--- config.mk ---
export PLATFORM = sky130hd
export DESIGN_NAME = bus_arbiter_2m
export DESIGN_NICKNAME = d
export VERILOG_FILES = /design/src/rtl/bus_arbiter_2m_pkg.sv /design/src/rtl/bus_mux_2m.sv /design/src/rtl/bus_arbiter_2m.sv
export SDC_FILE = /design/constraint.sdc
export NUM_CORES = 1
export LEC_CHECK = 0
export CORE_MARGIN = 2
export CORE_UTILIZATION = 24
export CTS_BUF_LIST = sky130_fd_sc_hd__clkbuf_2
export DETAILED_ROUTE_END_ITERATION = 16
export PLACE_DENSITY = 0.86
export SLEW_MARGIN = 15
export SYNTH_ARGS = -nofsm -noshare
export SYNTH_HDL_FRONTEND = slang
export SYNTH_SLANG_ARGS = --single-unit
--- constraint.sdc ---
create_clock -name clk -period 3.25 [get_ports clk]
set_clock_uncertainty 0.15 [all_clocks]
set_input_delay 0.325 -clock clk [delete_from_list [all_inputs] [get_ports clk]]
set_output_delay 0.325 -clock clk [all_outputs]
set_load 0.005 [all_outputs]
--- src/rtl/bus_arbiter_2m_pkg.sv ---
// Shared definitions for the two-master data-bus arbiter: state encodings,
// arbitration policy codes and the tie-break helper used by the FSM.
package bus_arbiter_2m_pkg;

  typedef enum logic [1:0] {
    ARB_IDLE = 2'd0,
    ARB_GNT0 = 2'd1,
    ARB_GNT1 = 2'd2,
    ARB_TURN = 2'd3
  } arb_state_e;

  localparam int ARB_RR    = 0;
  localparam int ARB_FIXED = 1;

  localparam int BUS_AW = 8;
  localparam int BUS_DW = 8;

  // Picks the next owner from the raw requests; last_owner breaks round-robin
  // ties, starved lets master 1 win a fixed-priority tie.
  function automatic arb_state_e arbitrate(
    input logic req0,
    input logic req1,
    input logic last_owner,
    input logic fixed_mode,
    input logic starved
  );
    arb_state_e nxt;
    if (req0 && req1) begin
      if (fixed_mode) begin
        nxt = starved ? ARB_GNT1 : ARB_GNT0;
      end else begin
        nxt = last_owner ? ARB_GNT0 : ARB_GNT1;
      end
    end else if (req0) begin
      nxt = ARB_GNT0;
    end else if (req1) begin
      nxt = ARB_GNT1;
    end else begin
      nxt = ARB_IDLE;
    end
    return nxt;
  endfunction

endpackage

--- src/rtl/bus_mux_2m.sv ---
// Combinational AND-OR slave mux: only the granted master's fields reach the
// slave bus, and everything is zero when nobody holds a grant.
module bus_mux_2m
  import bus_arbiter_2m_pkg::*;
(
  input  logic              grant0,
  input  logic              grant1,
  input  logic [BUS_AW-1:0] m0_addr,
  input  logic              m0_wr,
  input  logic              m0_rd,
  input  logic [BUS_DW-1:0] m0_data,
  input  logic [BUS_AW-1:0] m1_addr,
  input  logic              m1_wr,
  input  logic              m1_rd,
  input  logic [BUS_DW-1:0] m1_data,
  output logic [BUS_AW-1:0] s_addr,
  output logic              s_wr,
  output logic              s_rd,
  output logic [BUS_DW-1:0] s_data
);

  assign s_addr = ({BUS_AW{grant0}} & m0_addr) | ({BUS_AW{grant1}} & m1_addr);
  assign s_data = ({BUS_DW{grant0}} & m0_data) | ({BUS_DW{grant1}} & m1_data);
  assign s_wr   = (grant0 & m0_wr) | (grant1 & m1_wr);
  assign s_rd   = (grant0 & m0_rd) | (grant1 & m1_rd);

endmodule

--- src/rtl/bus_arbiter_2m.sv ---
// Two-master data-memory bus arbiter: ownership FSM with optional turnaround,
// starvation escape for master 1 in fixed-priority mode, and strobe-violation flag.
module bus_arbiter_2m
  import bus_arbiter_2m_pkg::*;
#(
  parameter int         PRIORITY_MODE = 0,
  parameter int         TURNAROUND    = 1,
  parameter logic [7:0] MAX_WAIT      = 8'd255
) (
  input  logic              clk,
  input  logic              rst,
  input  logic              m0_bus_req,
  output logic              m0_bus_grant,
  input  logic [BUS_AW-1:0] m0_mst2slv_addr,
  input  logic              m0_mst2slv_wr,
  input  logic              m0_mst2slv_rd,
  input  logic [BUS_DW-1:0] m0_mst2slv_data,
  output logic [BUS_DW-1:0] m0_slv2mst_data,
  input  logic              m1_bus_req,
  output logic              m1_bus_grant,
  input  logic [BUS_AW-1:0] m1_mst2slv_addr,
  input  logic              m1_mst2slv_wr,
  input  logic              m1_mst2slv_rd,
  input  logic [BUS_DW-1:0] m1_mst2slv_data,
  output logic [BUS_DW-1:0] m1_slv2mst_data,
  output logic [BUS_AW-1:0] s_mst2slv_addr,
  output logic              s_mst2slv_wr,
  output logic              s_mst2slv_rd,
  output logic [BUS_DW-1:0] s_mst2slv_data,
  input  logic [BUS_DW-1:0] s_slv2mst_data,
  output logic              bus_err,
  output logic [1:0]        arb_state
);

  localparam logic FIXED_MODE = (PRIORITY_MODE == ARB_FIXED);
  localparam logic USE_TURN   = (TURNAROUND == 1);

  arb_state_e state_q, state_d;
  logic       last_owner_q, last_owner_d;
  logic [7:0] starve_cnt_q, starve_cnt_d;
  logic       bus_err_q, bus_err_d;
  logic       starved_s;

  assign starved_s = (starve_cnt_q == MAX_WAIT);

  // Next-state and last-owner logic; an owner is never preempted while requesting.
  always_comb begin
    state_d      = state_q;
    last_owner_d = last_owner_q;
    case (state_q)
      ARB_IDLE, ARB_TURN: begin
        state_d = arbitrate(m0_bus_req, m1_bus_req, last_owner_q, FIXED_MODE, starved_s);
      end
      ARB_GNT0: begin
        if (!m0_bus_req) begin
          last_owner_d = 1'b0;
          if (USE_TURN) begin
            state_d = ARB_TURN;
          end else begin
            state_d = arbitrate(1'b0, m1_bus_req, 1'b0, FIXED_MODE, starved_s);
          end
        end else begin
          state_d = ARB_GNT0;
        end
      end
      ARB_GNT1: begin
        if (!m1_bus_req) begin
          last_owner_d = 1'b1;
          if (USE_TURN) begin
            state_d = ARB_TURN;
          end else begin
            state_d = arbitrate(m0_bus_req, 1'b0, 1'b1, FIXED_MODE, starved_s);
          end
        end else begin
          state_d = ARB_GNT1;
        end
      end
      default: begin
        state_d = ARB_IDLE;
      end
    endcase
  end

  // Starvation counter: counts master 1 waiting cycles, saturating at MAX_WAIT.
  always_comb begin
    starve_cnt_d = starve_cnt_q;
    if (!FIXED_MODE) begin
      starve_cnt_d = 8'd0;
    end else if (!m1_bus_req) begin
      starve_cnt_d = 8'd0;
    end else if ((state_q == ARB_GNT1) || (state_d == ARB_GNT1)) begin
      starve_cnt_d = 8'd0;
    end else if (starved_s) begin
      starve_cnt_d = starve_cnt_q;
    end else begin
      starve_cnt_d = starve_cnt_q + 8'd1;
    end
  end

  // A strobe from a master that does not currently own the bus is a violation.
  always_comb begin
    bus_err_d = 1'b0;
    if (((m0_mst2slv_wr | m0_mst2slv_rd) && (state_q != ARB_GNT0)) ||
        ((m1_mst2slv_wr | m1_mst2slv_rd) && (state_q != ARB_GNT1))) begin
      bus_err_d = 1'b1;
    end else begin
      bus_err_d = 1'b0;
    end
  end

  // State registers; last_owner resets to 1 so master 0 wins the first tie.
  always_ff @(posedge clk or posedge rst) begin
    if (rst) begin
      state_q      <= ARB_IDLE;
      last_owner_q <= 1'b1;
      starve_cnt_q <= 8'd0;
      bus_err_q    <= 1'b0;
    end else begin
      state_q      <= state_d;
      last_owner_q <= last_owner_d;
      starve_cnt_q <= starve_cnt_d;
      bus_err_q    <= bus_err_d;
    end
  end

  assign m0_bus_grant    = (state_q == ARB_GNT0);
  assign m1_bus_grant    = (state_q == ARB_GNT1);
  assign arb_state       = state_q;
  assign bus_err         = bus_err_q;
  assign m0_slv2mst_data = s_slv2mst_data;
  assign m1_slv2mst_data = s_slv2mst_data;

  bus_mux_2m u_mux (
    .grant0  (m0_bus_grant),
    .grant1  (m1_bus_grant),
    .m0_addr (m0_mst2slv_addr),
    .m0_wr   (m0_mst2slv_wr),
    .m0_rd   (m0_mst2slv_rd),
    .m0_data (m0_mst2slv_data),
    .m1_addr (m1_mst2slv_addr),
    .m1_wr   (m1_mst2slv_wr),
    .m1_rd   (m1_mst2slv_rd),
    .m1_data (m1_mst2slv_data),
    .s_addr  (s_mst2slv_addr),
    .s_wr    (s_mst2slv_wr),
    .s_rd    (s_mst2slv_rd),
    .s_data  (s_mst2slv_data)
  );

endmodule

==> impl_metrics.xml, run 1 <==
<?xml version="1.0" encoding="UTF-8"?>
<metrics>
  <group name="floorplanning">
    <metric name="dieArea" unit="um^2">2670</metric>
    <metric name="design.portCount" unit="">87</metric>
    <metric name="core_area" unit="um^2">2170</metric>
    <metric name="die_x" unit="um">51.7</metric>
    <metric name="initial_core_util" unit="">0.251</metric>
    <metric name="core.rowCount" unit="">17</metric>
    <metric name="dieHeight" unit="um">51.7</metric>
  </group>
  <group name="clocking">
    <metric name="number_of_clock_sinks" unit="">4</metric>
    <metric name="clockRootBuffer" unit="">sky130_fd_sc_hd__clkbuf_2</metric>
    <metric name="clk_pin_slew_worst_paths" unit="ns">0.05</metric>
    <metric name="cts_made_buffers" unit="">3</metric>
    <metric name="h-tree-depth" unit="">1</metric>
    <metric name="clock_tree.buffer_depth" unit="">2</metric>
    <metric name="cts_repair_resize_count" unit="">0</metric>
    <metric name="clk_latency" unit="ns">0.21</metric>
    <metric name="holdBufCountCts" unit="">0</metric>
    <metric name="tritoncts" unit="">built</metric>
    <metric name="post-cts-setup-buffer-count" unit="">0</metric>
  </group>
  <group name="job">
    <metric name="drv.max_cap_violation_count" unit="">0</metric>
  </group>
  <group name="power">
    <metric name="power.internal" unit="mW">0.473</metric>
    <metric name="power.switching_fraction" unit="">0.351</metric>
    <metric name="cellLeakagePower" unit="nW">0.443</metric>
    <metric name="clock_power_share" unit="">0.074</metric>
    <metric name="p_comb_frac" unit="">0.800</metric>
    <metric name="p_seq_frac" unit="">0.125</metric>
    <metric name="powerDensity" unit="nW/um^2">674</metric>
    <metric name="power.switching" unit="mW">0.256</metric>
    <metric name="vdd.ir_drop.worst" unit="V">0.000437</metric>
  </group>
  <group name="min_path">
    <metric name="worst_hold_path_type" unit="">input pin to asynchronous set/reset pin</metric>
  </group>
  <group name="synthesis">
    <metric name="synth_area" unit="um^2">546</metric>
    <metric name="synth_seq_cells" unit="">4</metric>
    <metric name="ys_warn_count" unit="">0</metric>
    <metric name="post_synth_num_cell_types" unit="">18</metric>
    <metric name="synth_nets" unit="">116</metric>
    <metric name="synth_sequential_area_ratio" unit="">0.186</metric>
    <metric name="post_synthesis_instance_total" unit="">64</metric>
    <metric name="synthesis.area_per_instance" unit="um^2">8.52</metric>
  </group>
  <group name="sta">
    <metric name="timing.setup.tns" unit="ns">0</metric>
    <metric name="worstMarginPinSlew" unit="ns">0.706</metric>
    <metric name="setup_violations" unit="">0</metric>
    <metric name="max_clock_freq" unit="MHz">389</metric>
    <metric name="slew_headroom" unit="">0.530</metric>
    <metric name="finalHoldViolCount" unit="">0</metric>
    <metric name="timing.final.crit_period" unit="ns">2.57</metric>
    <metric name="min_period_over_period" unit="">0.792</metric>
    <metric name="timing.final.ws_setup" unit="ns">0.677</metric>
    <metric name="setup_repair_after_global_routing_missed_its_margin" unit="">no</metric>
    <metric name="final.hold.worst_slack" unit="ns">0.147</metric>
    <metric name="finalMaxSlewViolations" unit="">0</metric>
  </group>
  <group name="global_route">
    <metric name="grt.overflow.total" unit="">0</metric>
    <metric name="wire_length_of_the_first_global_routing_pass" unit="mm">2.68</metric>
    <metric name="grtUsageMet1" unit="">0.141</metric>
    <metric name="grt.busiest_layer" unit="">met2</metric>
    <metric name="grt_pass1_vias" unit="">642</metric>
    <metric name="groute.layer.met3.usage" unit="">0.0402</metric>
    <metric name="grt_max_degree" unit="">22</metric>
    <metric name="gr-usage-all-layers" unit="">0.133</metric>
    <metric name="grt_util_met2" unit="">0.244</metric>
    <metric name="number_of_antenna_violations_at_the_first_check_in_global_routing" unit="">0</metric>
  </group>
  <group name="placement">
    <metric name="port_buffer_count" unit="">62</metric>
    <metric name="place_ws" unit="ns">0.880</metric>
    <metric name="post_dp_hpwl" unit="mm">1.55</metric>
    <metric name="place.gp.congestion" unit="">0.577</metric>
    <metric name="placed_area" unit="um^2">1060</metric>
  </group>
  <group name="worst_setup_path">
    <metric name="worst-path-max-fanout" unit="">20</metric>
    <metric name="rr_endpoint" unit="">last_owner_q</metric>
    <metric name="critical_path_class" unit="">register to primary output</metric>
    <metric name="launching_point_of_the_worst_reg2reg_path" unit="">arb_state[1]</metric>
    <metric name="worstRegToRegCells" unit="">5</metric>
    <metric name="arrival" unit="ns">2.10</metric>
    <metric name="setup.worst_path.end_class" unit="">primary output</metric>
    <metric name="critical_path_required" unit="ns">2.77</metric>
    <metric name="regToRegSetupSlack" unit="ns">1.48</metric>
    <metric name="critical_path.startpoint_type" unit="">register</metric>
  </group>
  <group name="cells_and_area">
    <metric name="most-common-layout-cells" unit="">sky130_fd_sc_hd__clkdlybuf4s50_1 (62), sky130_fd_sc_hd__a22o_1 (18), sky130_fd_sc_hd__inv_1 (4), sky130_fd_sc_hd__ha_1 (4), sky130_fd_sc_hd__clkbuf_2 (4)</metric>
    <metric name="drive_gt1_frac" unit="">0.0455</metric>
    <metric name="layout.cell_area.non_filler" unit="um^2">1080</metric>
    <metric name="layout.cells.most_common" unit="">sky130_fd_sc_hd__clkdlybuf4s50_1</metric>
    <metric name="post-route-util" unit="">0.498</metric>
    <metric name="finish.net_count" unit="">163</metric>
    <metric name="synthToLayoutAreaGrowth" unit="%">98.2</metric>
    <metric name="diodes" unit="">0</metric>
  </group>
  <group name="outcome">
    <metric name="status" unit="">finished, final reports clean</metric>
  </group>
  <group name="routing">
    <metric name="post_drt_wl_per_cell" unit="um">13.1</metric>
    <metric name="dr_total_vias" unit="">653</metric>
    <metric name="post-route-drc-count" unit="">0</metric>
    <metric name="route.final.wire_length" unit="mm">1.81</metric>
    <metric name="drt-pass1-iter-count" unit="">4</metric>
    <metric name="vias_per_cell" unit="">4.73</metric>
    <metric name="drt_first_iter_violations" unit="">6</metric>
    <metric name="post_detailed_route_count_of_antenna_violating_nets" unit="">0</metric>
  </group>
</metrics>
[registers in the layout, indices dropped and copies added (netlist names)]
signal        flops
bus_err           1
last_owner_q      1
arb_state         2
[critical path: stages, from the launching register on]
cell	delay [ns]
sky130_fd_sc_hd__dfrtp_1	0.41
sky130_fd_sc_hd__inv_1	0.10
sky130_fd_sc_hd__ha_1	0.59
sky130_fd_sc_hd__a22o_1	0.26
sky130_fd_sc_hd__clkdlybuf4s50_1	0.52
[area by class of cell]
cell class / count / area, um^2
Timing Repair Buffer: 62 / 621
Clock buffer: 4 / 20.0
Tap cell: 28 / 35.0
Sequential cell: 4 / 101
Multi-Input combinational cell: 36 / 289
Inverter: 4 / 15.0
Fill cell: 219 / 1090
[metrics by stage]
stage / power (mW) / cells
2_1_floorplan: 0.370 / 64
3_3_place_gp: 0.663 / 134
3_5_place_dp: 0.680 / 134
4_1_cts: 0.739 / 138
5_1_grt: 0.787 / 138
6_report: 0.729 / 138
[cell usage after synthesis, drive strengths merged]
master,number,area [um^2]
nor3,1,5.00
buf,20,140
dfstp,1,26.3
nand3,1,5.00
o22ai,1,6.26
nor2,2,7.51
a21oi,2,10.0
a22o,18,158
inv,4,15.0
a21boi,1,7.51
ha,4,50.1
mux2i,1,10.0
o21ai,1,5.00
o22a,1,8.76
a221oi,1,8.76
dfrtp,3,75.1
nand2,2,7.51
[routing by layer]
layer | part of all wire | vias to the layer above
li1 | - | 313
met1 | 0.35 | 300
met2 | 0.57 | 40
met3 | 0.080 | 0
met4 | 0 | 0
met5 | 0 | -
[worst max-delay path by stage]
stage	startpoint	to	slack (ns)	cells after the start
3_5_place_dp	arb_state[0]	s_mst2slv_addr[2]	0.88	4
5_1_grt	arb_state[0]	s_mst2slv_addr[2]	0.54	4
6_report	arb_state[0]	s_mst2slv_addr[2]	0.68	4
2_1_floorplan	arb_state[0]	s_mst2slv_addr[0]	1.76	4
3_3_place_gp	arb_state[0]	s_mst2slv_addr[4]	0.97	4
4_1_cts	arb_state[0]	s_mst2slv_addr[2]	0.63	4
[kinds of logic after synthesis]
family	after synthesis	synth area share
fa+ha+maj	4	0.0917
buf+inv	24	0.284
flops	4	0.186
simple gates	6	0.0459
mux	1	0.0183
compound gates	25	0.374
[power by group through the flow]
stage	Sequential [mW]	Clock, mW	Combinational, mW
finish	0.0913	0.0540	0.583
global route	0.0946	0.0601	0.632
CTS	0.0922	0.0570	0.590
detailed placement	0.0928	0	0.588
global placement	0.0910	0	0.572
floorplan	0.0914	0	0.279
(Power assumes the default switching activity.)
==> run 2, diff against run 1 <==
Settings changed: CORE_UTILIZATION 24 to 20, PLACE_DENSITY 0.86 to 0.77.
Clock period 3.25 ns to 2.2 ns, I/O delays scaled along.
==> impl_metrics.xml, run 2 (same netlist as run 1, synthesis figures left out) <==
<?xml version="1.0" encoding="UTF-8"?>
<metrics>
  <group name="worst_setup_path">
    <metric name="worst-path-max-fanout" unit="">19</metric>
    <metric name="arrival" unit="ns">1.71</metric>
    <metric name="critical_path.startpoint_type" unit="">register</metric>
    <metric name="worstPathBufferInverterCount" unit="">3</metric>
    <metric name="worstRegToRegCells" unit="">4</metric>
    <metric name="critical_path_required" unit="ns">1.83</metric>
    <metric name="critical_path.slowest_cell" unit="">sky130_fd_sc_hd__clkdlybuf4s50_1</metric>
    <metric name="cp_cell_sequence" unit="">inv_1 &gt; ha_2 &gt; buf_12 &gt; a22o_1 &gt; clkdlybuf4s50_1</metric>
    <metric name="critical_path_class" unit="">register to primary output</metric>
    <metric name="crit_cells" unit="">5</metric>
    <metric name="cp_slowest_stage_delay" unit="ns">0.50</metric>
    <metric name="setup.worst_path.end_class" unit="">primary output</metric>
    <metric name="cell_family_with_the_largest_share_of_critical_path_delay" unit="">buffers and inverters</metric>
  </group>
  <group name="floorplanning">
    <metric name="dieArea" unit="um^2">3160</metric>
    <metric name="dieHeight" unit="um">56.2</metric>
    <metric name="initial_core_util" unit="">0.216</metric>
    <metric name="core.rowCount" unit="">18</metric>
    <metric name="die_x" unit="um">56.2</metric>
    <metric name="core_area" unit="um^2">2520</metric>
    <metric name="design.portCount" unit="">87</metric>
  </group>
  <group name="routing">
    <metric name="post-route-drc-count" unit="">0</metric>
    <metric name="post_detailed_route_count_of_antenna_violating_nets" unit="">0</metric>
    <metric name="dr_total_vias" unit="">639</metric>
    <metric name="drt_first_iter_violations" unit="">6</metric>
    <metric name="drt-pass1-iter-count" unit="">3</metric>
    <metric name="post_drt_wl_per_cell" unit="um">13.2</metric>
    <metric name="vias_per_cell" unit="">4.50</metric>
    <metric name="route.final.wire_length" unit="mm">1.87</metric>
  </group>
  <group name="global_route">
    <metric name="grt_max_degree" unit="">21</metric>
    <metric name="gr-usage-all-layers" unit="">0.119</metric>
    <metric name="wire_length_of_the_first_global_routing_pass" unit="mm">2.99</metric>
    <metric name="number_of_antenna_violations_at_the_first_check_in_global_routing" unit="">0</metric>
    <metric name="grt.overflow.total" unit="">0</metric>
    <metric name="grt_pass1_vias" unit="">643</metric>
  </group>
  <group name="sta">
    <metric name="worstMarginPinSlew" unit="ns">0.246</metric>
    <metric name="max_clock_freq" unit="MHz">481</metric>
    <metric name="min_period_over_period" unit="">0.946</metric>
    <metric name="slew_headroom" unit="">0.836</metric>
    <metric name="timing.setup.tns" unit="ns">0</metric>
    <metric name="setup_violations" unit="">0</metric>
    <metric name="setup_repair_after_global_routing_missed_its_margin" unit="">no</metric>
    <metric name="timing.final.crit_period" unit="ns">2.08</metric>
    <metric name="finalHoldViolCount" unit="">0</metric>
    <metric name="finalMaxSlewViolations" unit="">0</metric>
  </group>
  <group name="power">
    <metric name="p_seq_frac" unit="">0.121</metric>
    <metric name="power.switching_fraction" unit="">0.341</metric>
    <metric name="clock_power_share" unit="">0.070</metric>
    <metric name="vdd.ir_drop.worst" unit="V">0.000565</metric>
    <metric name="power.internal" unit="mW">0.741</metric>
    <metric name="cellLeakagePower" unit="nW">0.456</metric>
    <metric name="fin_total_pwr" unit="mW">1.12</metric>
    <metric name="power.switching" unit="mW">0.383</metric>
    <metric name="p_comb_frac" unit="">0.809</metric>
    <metric name="powerDensity" unit="nW/um^2">1010</metric>
  </group>
  <group name="cells_and_area">
    <metric name="synthToLayoutAreaGrowth" unit="%">105</metric>
    <metric name="diodes" unit="">0</metric>
    <metric name="finish.net_count" unit="">165</metric>
    <metric name="layout.cell_area.non_filler" unit="um^2">1120</metric>
    <metric name="multiInputGateArea" unit="um^2">292</metric>
    <metric name="layout.cells.most_common" unit="">sky130_fd_sc_hd__clkdlybuf4s50_1</metric>
    <metric name="most-common-layout-cells" unit="">sky130_fd_sc_hd__clkdlybuf4s50_1 (62), sky130_fd_sc_hd__a22o_1 (18), sky130_fd_sc_hd__clkbuf_2 (4)</metric>
    <metric name="filler_cell_count" unit="">267</metric>
    <metric name="register_area" unit="um^2">101</metric>
    <metric name="finalNonFillerCells" unit="">142</metric>
    <metric name="drive_gt1_frac" unit="">0.0804</metric>
    <metric name="largest_reg_flops" unit="">2</metric>
  </group>
  <group name="min_path">
    <metric name="worst_hold_path_type" unit="">input pin to asynchronous set/reset pin</metric>
  </group>
  <group name="clocking">
    <metric name="post-cts-setup-buffer-count" unit="">0</metric>
    <metric name="clk_latency" unit="ns">0.21</metric>
    <metric name="cts_repair_resize_count" unit="">0</metric>
    <metric name="clockRootBuffer" unit="">sky130_fd_sc_hd__clkbuf_2</metric>
    <metric name="clock_tree.buffer_depth" unit="">2</metric>
    <metric name="cts_made_buffers" unit="">3</metric>
    <metric name="tritoncts" unit="">built</metric>
    <metric name="h-tree-depth" unit="">1</metric>
    <metric name="clk_pin_slew_worst_paths" unit="ns">0.05</metric>
    <metric name="holdBufCountCts" unit="">0</metric>
    <metric name="number_of_clock_sinks" unit="">4</metric>
  </group>
  <group name="placement">
    <metric name="post-place-cells" unit="">138</metric>
    <metric name="placed_area" unit="um^2">1090</metric>
    <metric name="place.gp.congestion" unit="">0.809</metric>
    <metric name="port_buffer_count" unit="">62</metric>
    <metric name="post_dp_hpwl" unit="mm">1.60</metric>
  </group>
  <group name="job">
    <metric name="drv.max_cap_violation_count" unit="">0</metric>
  </group>
  <group name="outcome">
    <metric name="status" unit="">finished, final reports clean</metric>
  </group>
</metrics>
[run 2: cell count changes in the layout (fill, tap and decap cells not counted)]
cell / previous run / this run
sky130_fd_sc_hd__ha_1: 4 / 3
sky130_fd_sc_hd__inv_2: 0 / 1
sky130_fd_sc_hd__buf_12: 0 / 1
sky130_fd_sc_hd__inv_1: 4 / 3
sky130_fd_sc_hd__buf_6: 0 / 1
sky130_fd_sc_hd__ha_2: 0 / 1
[run 2: power groups by stage]
stage / logic [mW] / clock network (mW) / registers (mW)
2_1_floorplan: 0.412 / 0 / 0.135
3_3_place_gp: 0.889 / 0 / 0.135
3_5_place_dp: 0.911 / 0 / 0.136
4_1_cts: 0.912 / 0.0843 / 0.135
5_1_grt: 0.982 / 0.0901 / 0.140
6_report: 0.910 / 0.0783 / 0.136
[run 2: worst paths after layout]
kind	from	endpoint	slack (ns)
max	arb_state[1]	s_mst2slv_wr	0.12
min	rst	arb_state[1]	0.03
max reg2reg	arb_state[0]	arb_state[0]	0.71
min reg2reg	last_owner_q	last_owner_q	0.39
max in group asynchronous	rst	last_owner_q	1.63
min in group clk	s_slv2mst_data[5]	m0_slv2mst_data[5]	0.29
[run 2: layout make-up]
| cell class | instances | share of cell area |
|---|---|---|
| well taps | 30 | 0.0336 |
| repair buffers | 64 | 0.583 |
| inverters | 4 | 0.0134 |
| clock buffers | 4 | 0.0179 |
| multi-input cells | 36 | 0.261 |
| flip-flops and latches | 4 | 0.0907 |
[run 2: routing by layer]
layer	global-route usage	vias up	routed length, um
met5	0	-	0
met4	0.0646	0	38
met3	0.0349	8	190
met2	0.218	39	977
met1	0.119	276	663
li1	-	316	-
[run 2: stage by stage]
stage	hold slack (ns)	setup slack (ns)	utilization
3_3_place_gp	0.256	0.313	0.433
6_report	0.0330	0.119	0.443
4_1_cts	0.0178	0.0373	0.440
3_5_place_dp	0.259	0.283	0.433
2_1_floorplan	-0.165	0.814	-
5_1_grt	0.0239	0.00877	0.443
